**src/rtl/mac_lane_accumulator.sv**
```systemverilog
// mac_lane_accumulator: sums a run of signed Q(IL).(FL) per-tile partial dot
// products f into a wide guarded accumulator. It then returns one saturated
// result over a valid/ready handshake.
// Optional feature macro: MAC_ACC_RELU_EN. When it is defined, a negative
// saturated result is clamped to zero before it is loaded into out_data.
module mac_lane_accumulator #(
    parameter int IL    = 4,
    parameter int FL    = 16,
    parameter int CNT_W = 6,
    parameter int GUARD = 6
) (
    input  logic                 clk,
    input  logic                 reset,
    input  logic                 start,
    input  logic [CNT_W-1:0]     num_tiles,
    input  logic                 in_valid,
    input  logic [IL+FL-1:0]     f,
    output logic                 in_ready,
    output logic                 out_valid,
    input  logic                 out_ready,
    output logic [IL+FL-1:0]     out_data,
    output logic                 busy,
    output logic                 overflow
);

    localparam int W  = IL + FL;
    localparam int AW = W + GUARD;
    localparam logic [CNT_W-1:0] CNT_ONE = CNT_W'(1);

    typedef enum logic [1:0] {IDLE, ACCUM, HOLD} state_t;

    state_t                state;
    logic signed [AW-1:0]  acc;
    logic [CNT_W-1:0]      cnt;
    logic [CNT_W-1:0]      ntiles;
    logic signed [AW-1:0]  f_ext;
    logic signed [AW-1:0]  acc_sum;

    // The sum no longer fits in W bits when the guard bits and the
    // result sign bit are not all copies of one another.
    function automatic logic ovf_of(input logic signed [AW-1:0] s);
        logic [GUARD:0] hi;
        hi = s[AW-1:W-1];
        return !((&hi) || !(|hi));
    endfunction

    // Clamp to the W-bit signed range. An in-range value keeps its low W bits exactly.
    function automatic logic signed [W-1:0] sat_of(input logic signed [AW-1:0] s);
        if (ovf_of(s))
            return s[AW-1] ? {1'b1, {(W-1){1'b0}}} : {1'b0, {(W-1){1'b1}}};
        else
            return s[W-1:0];
    endfunction

    // Optional rectification stage. It is applied after saturation, so overflow ignores it.
    function automatic logic signed [W-1:0] post_of(input logic signed [W-1:0] v);
`ifdef MAC_ACC_RELU_EN
        return v[W-1] ? '0 : v;
`else
        return v;
`endif
    endfunction

    // Sign-extend the incoming partial sum and form the candidate accumulator value.
    always_comb begin
        f_ext   = {{GUARD{f[W-1]}}, f};
        acc_sum = acc + f_ext;
    end

    // Control FSM. All handshake and status outputs are registered alongside the state.
    always_ff @(posedge clk) begin
        if (reset) begin
            state     <= IDLE;
            acc       <= '0;
            cnt       <= '0;
            ntiles    <= '0;
            out_data  <= '0;
            out_valid <= 1'b0;
            in_ready  <= 1'b0;
            busy      <= 1'b0;
            overflow  <= 1'b0;
        end else begin
            case (state)
                IDLE: begin
                    if (start) begin
                        acc      <= '0;
                        cnt      <= '0;
                        ntiles   <= num_tiles;
                        overflow <= 1'b0;
                        busy     <= 1'b1;
                        if (num_tiles == '0) begin
                            out_data  <= '0;
                            out_valid <= 1'b1;
                            state     <= HOLD;
                        end else begin
                            in_ready <= 1'b1;
                            state    <= ACCUM;
                        end
                    end
                end
                ACCUM: begin
                    if (in_valid) begin
                        acc <= acc_sum;
                        cnt <= cnt + CNT_ONE;
                        if (cnt == ntiles - CNT_ONE) begin
                            out_data  <= post_of(sat_of(acc_sum));
                            overflow  <= ovf_of(acc_sum);
                            in_ready  <= 1'b0;
                            out_valid <= 1'b1;
                            state     <= HOLD;
                        end
                    end
                end
                HOLD: begin
                    if (out_ready) begin
                        out_valid <= 1'b0;
                        busy      <= 1'b0;
                        state     <= IDLE;
                    end
                end
                default: begin
                    state     <= IDLE;
                    in_ready  <= 1'b0;
                    out_valid <= 1'b0;
                    busy      <= 1'b0;
                end
            endcase
        end
    end

endmodule

```
**config.mk**
```make
export PLATFORM = sky130hd
export DESIGN_NAME = mac_lane_accumulator
export DESIGN_NICKNAME = d
export VERILOG_FILES = /design/src/rtl/mac_lane_accumulator.sv
export SDC_FILE = /design/constraint.sdc
export NUM_CORES = 1
export LEC_CHECK = 0
export ABC_AREA = 0
export CELL_PAD_IN_SITES_DETAIL_PLACEMENT = 0
export CELL_PAD_IN_SITES_GLOBAL_PLACEMENT = 1
export CORE_UTILIZATION = 38
export CTS_BUF_LIST = sky130_fd_sc_hd__clkbuf_16
export CTS_CLUSTER_SIZE = 30
export DETAILED_ROUTE_END_ITERATION = 16
export PLACE_DENSITY = 0.79
export SLEW_MARGIN = 0
export SYNTH_ARGS = -nofsm -noshare
export SYNTH_HDL_FRONTEND = slang
export SYNTH_SLANG_ARGS = --single-unit
```
**constraint.sdc**
```tcl
create_clock -name clk -period 3.85 [get_ports clk]
set_clock_uncertainty 0.1 [all_clocks]
set_input_delay 0.77 -clock clk [delete_from_list [all_inputs] [get_ports clk]]
set_output_delay 0.77 -clock clk [all_outputs]
set_load 0.01 [all_outputs]
```
* Word-level counts from Yosys, hierarchy flattened *
Index checks and enable logic that the tools add are counted.

word-level totals
  flip-flop bits (word level) = 64
  latch bits = 0
  bits in writable memories = 0
  memory bits (read-only) = 0
  input port bits = 31
  output and inout port bits = 24
  word-level logic and storage cells = 75
  memories = 0

cells by class
  $add $sub $neg = 3
  multipliers = 0
  divide/modulo/power cells = 0
  magnitude comparators = 0
  equal/unequal tests = 9
  shift-type cells = 0
  mux-type cells = 36
  bitwise operators = 2
  reductions and logical operators = 16

operators by type and width
  cell                 number
  $mux 20              6
  $mux 26              2
  $pmux 26 s2          1
  $pmux 20 s2          1
  $add 26x20->26       1
  $reduce_and 5->1     3
  $mux 1               13
  $mux 6               2
  $ne 2x2->1 const B   6
  $pmux 6 s2           1
  $mux 2               5
  $pmux 1 s3           3
  $reduce_and 4->1     2
  $reduce_and 7->1     1
  $reduce_or 7->1      1
  $add 6x1->6 const B  1
  $eq 6x6->1           1
  $logic_not 6->1      1
  $pmux 2 s3           1
  $reduce_and 3->1     2
  $sub 6x1->6 const B  1
  $eq 2x1->1 const B   1
  $eq 2x2->1 const B   1
  $logic_not 1->1      2
  6 further kinds      7

* Longest topological paths before layout *
  word-level depth = 8
  depth in mapped cells = 12
  depth with buffers taken out = 11

* Worst setup path before layout *
No wires, ideal clock.

  path type = input port to flip-flop
  start point = input f[0]
  end point = register out_data[5]
  library setup time = 136 ps
  arrival time = 3624 ps
  required time = 3614 ps
  path slack = -11 ps
  stages on the path = 12
  buffers on the path = 1
  cells stage by stage = ha_1 fa_1 a211oi_1 o21ai_1 a221o_1 a221oi_2 and3b_1 o2111ai_1 or4_4 a21oi_4 buf_12 a211oi_2

on the way
  word-level cells in the longest chain between the ends = 8
  elaborated cells between the ends (all ways) = 10

ends and longest elaborated chain
  what                  line  text
  start, declared       17    input logic [IL+FL-1:0] f,
  $add 26x20->26 (*)    67    acc_sum = acc + f_ext;
  $reduce_or 7->1       44    return !((&hi) || !(|hi));
  $logic_not 1->1       44
  $logic_or 1x1->1      44
  $mux 20 (*)           49    if (ovf_of(s))
  $mux 20 (*)           105   if (cnt == ntiles - CNT_ONE) begin
  $mux 20 (*)           102   if (in_valid) begin
  $pmux 20 s2 (*)       83    case (state)
  end signal, assigned  106   out_data <= post_of(sat_of(acc_sum));
  end, declared         21    output logic [IL+FL-1:0] out_data,

Mark *: on every way between the ends. The rest lies on a longest branch, timed or not. The select of a mux whose other input is x is not followed.
A chain may end at the register's enable or synchronous reset.

* Final worst setup path *
  start point = input f[3]
  end point = register out_data[12]

The elaborated chain is that of the path after synthesis.

==> flow_metrics.tcl <==
set metrics [dict create \
    max_cap_violations 0 \
    slew_headroom 0.466 \
    port-buffer-count 54 \
    core_area_um2 11000 \
    path_max_fanout 6 \
    path_clk_slew_ns 0.06 \
    routed-wl-met3_um 422 \
    crit_path_end "out_data[12]" \
    ant_nets 0 \
    routabilityCongestion 0.891 \
    r2r_end "out_data[16]" \
    synth-simple-area-share 0.231 \
    synth_cell_types 68 \
    pwr_density_cell_nw_per_um2 368 \
    crit_arrival_ns 3.89 \
    critPathSlowestCell "or4_4" \
    cts_inserted_buffers 9 \
    synth_top_cell_area_share 0.296 \
    vias 4458 \
    criticalPathCategory "input port to flip-flop" \
    outcome "completed" \
    synthXorXnorAreaFrac 0.0627 \
    fill_cells 1008 \
    grtUsageTotal 0.225 \
    place_hpwl_mm 9.64 \
    leakagePower_nw 2.52 \
    dieHeight_um 109 \
    ys_ff_latch 64 \
    ys_seq_area_frac 0.296 \
    synth-main-ff-cell "dfxtp_1" \
    drt-met1-wl_mm 5.80 \
    reg2reg_from "acc[0]" \
    top_layer "met4" \
    stdcell_count 830 \
    clk_latency_ns 0.33 \
    synth_edf_count 0 \
    yosys-mux-area-fraction 0.00231 \
    cts_buffer_depth 2 \
    hp-class "flip-flop to flip-flop" \
    regArea_um2 1280 \
    synthCells 547 \
    row_count 38 \
    slew_viol_final 0 \
    finalCritPeriodShare 0.982 \
    fin_crit_ns 3.78 \
    grt_pass1_wl_mm 20.8 \
    cts.sinks 64 \
    fin_ws_ns 0.0686 \
    gr-total-overflow 0 \
    start_util 0.394 \
    root_buffer "clkbuf_16" \
    htreeDepth 3 \
    placed_cells 805 \
    ys_async_sr_fraction 0 \
    dr_wl_met2_mm 6.44 \
    ir_drop_v 0.000354 \
    place_ws_ns -0.472 \
    multi_input_area_um2 3120 \
    layout.nets 744 \
    path_cells "clkdlybuf4s50_1 > ha_4 > a21o_1 > a21oi_4 > buf_4 > a2111o_1 > a31oi_4 > buf_4 > nor3_2 > nor2_1 > or4_4 > a21oi_4 > buf_12 > buf_16 > a211oi_2" \
    area_growth_pct 45.7 \
    drt_iter0_drc 288 \
    yosys.area.top_type "dfxtp_1" \
    synthAdderAreaFrac 0.0826 \
    viasPerCell 5.37 \
    r2r_slack_ns 0.41 \
    grt_antenna_before_repair 0 \
    hold-worst-slack_ns 0.367 \
    crit_start "f[3]" \
    max_stage_delay_ns 0.55 \
    worstMarginPinSlew_ns 0.798 \
    drive_above_1_share 0.284 \
    synth_area_um2 4330 \
    synthTopCellsByArea "dfxtp_1 30%, ha_1 7.8%, a21oi_1 7.4%" \
    worst_setup_path_end_kind "flip-flop" \
    start_kind "input port" \
    grt_max_degree 27 \
    antenna_cells 0 \
    route.detailed.drc 0 \
    setup_viol 0 \
    wl_per_cell_um 15.5 \
    ys.warnings.count 0 \
    critical_path_required_ns 3.96 \
    fin_util 0.574 \
    synth_top_family_by_area "compound AO/OA/AOI/OAI gates" \
    rr_worst_depth 14 \
    first_pass_iters 4 \
    avgSynthCellArea_um2 7.92 \
    synth_nets 606 \
    die_x_um 109 \
    synth_compound_area_frac 0.265 \
    cts_tree "built" \
    max_freq_ghz 0.264 \
    yosysMostFrequentCell "nor2_1" \
    dieArea_um2 11800 \
    hold_buffers 0 \
    io_pins 55 \
    synthTopCellsByCount "76 x nor2_1, 64 x a21oi_1, 64 x dfxtp_1" \
    finalHoldViolCount 0 \
    wl_mm 12.9 \
    grt_pass1_vias 4497 \
]
logic make-up (layout without fill, tap and decap cells):
logic type / after synthesis / in the layout
XOR/XNOR: 31 / 31
AND/OR/NAND/NOR: 217 / 217
flip-flops: 64 / 64
multiplexers: 1 / 1
buffers and inverters: 44 / 187
adder cells (fa/ha/maj): 28 / 28
AO/OA/AOI/OAI: 162 / 162
area by class of cell:
type,count,share of cell area
clock inverter,7,0.0113
clock buffer,9,0.0357
tap,140,0.0278
sequential,64,0.203
multi-input combinational,439,0.494
inverter,9,0.00536
timing repair buffer,162,0.222
worst max-delay path, delay by kind of cell:
family	cells	cell delay [ns]
compound gates	6	0.99
simple gates	3	0.83
buf+inv	5	1.04
fa+ha+maj	1	0.23
sequential cells by signal (all words and copies together), names as in the netlist:
signal	flops
acc	26
out_data	20
cnt	6
ntiles	6
state	2
busy	1
in_ready	1
out_valid	1
overflow	1
metal layers:
| metal | up-vias | track usage |
|---|---|---|
| li1 | 2259 | - |
| met1 | 2083 | 0.273 |
| met2 | 91 | 0.400 |
| met3 | 25 | 0.0442 |
| met4 | 0 | 0.0656 |
| met5 | - | 0 |
power breakdown:
group | switching (mW) | internal, mW
clock | 0.312 | 0.500
combinational | 0.413 | 0.352
sequential | 0.0414 | 0.704
total | 0.766 | 1.56
stage by stage:
step                total power, mW  area (um2)  setup TNS, ns
finish                         2.32        6310              0
global placement               1.44        5590          -8.24
floorplan                      1.19        4340              0
global route                   2.45        6310         -0.495
detailed placement             1.46        5590          -8.87
CTS                            2.29        6030              0
layout by cell type (no fill, tap or decap), drive strengths merged, types with 14 or more instances in the layout:
cell type        n
a211oi          19
a21oi           66
buf            108
clkdlybuf4s50   47
dfxtp           64
ha              27
nand2           58
nand3           17
nor2            76
nor3            20
o21ai           19
xnor2           17
xor2            14
what timing repair did:
item,CTS,global route
resized for setup,18,53
gates cloned,1,0
setup endpoints to repair,20,20
pin swaps,13,29
endpoints found under the hold margin,0,0
buffers inserted,6,3
how the worst min path moves through the flow:
stage	from	endpoint	slack, ns	cells after the start
floorplan	acc[14]	acc[14]	0.34	2
global placement	acc[0]	acc[0]	0.35	2
detailed placement	acc[14]	acc[14]	0.35	2
CTS	acc[14]	acc[14]	0.36	2
global route	ntiles[5]	ntiles[5]	0.40	2
finish	acc[0]	acc[0]	0.37	2
Note: power is estimated with default switching activity, not from simulation.
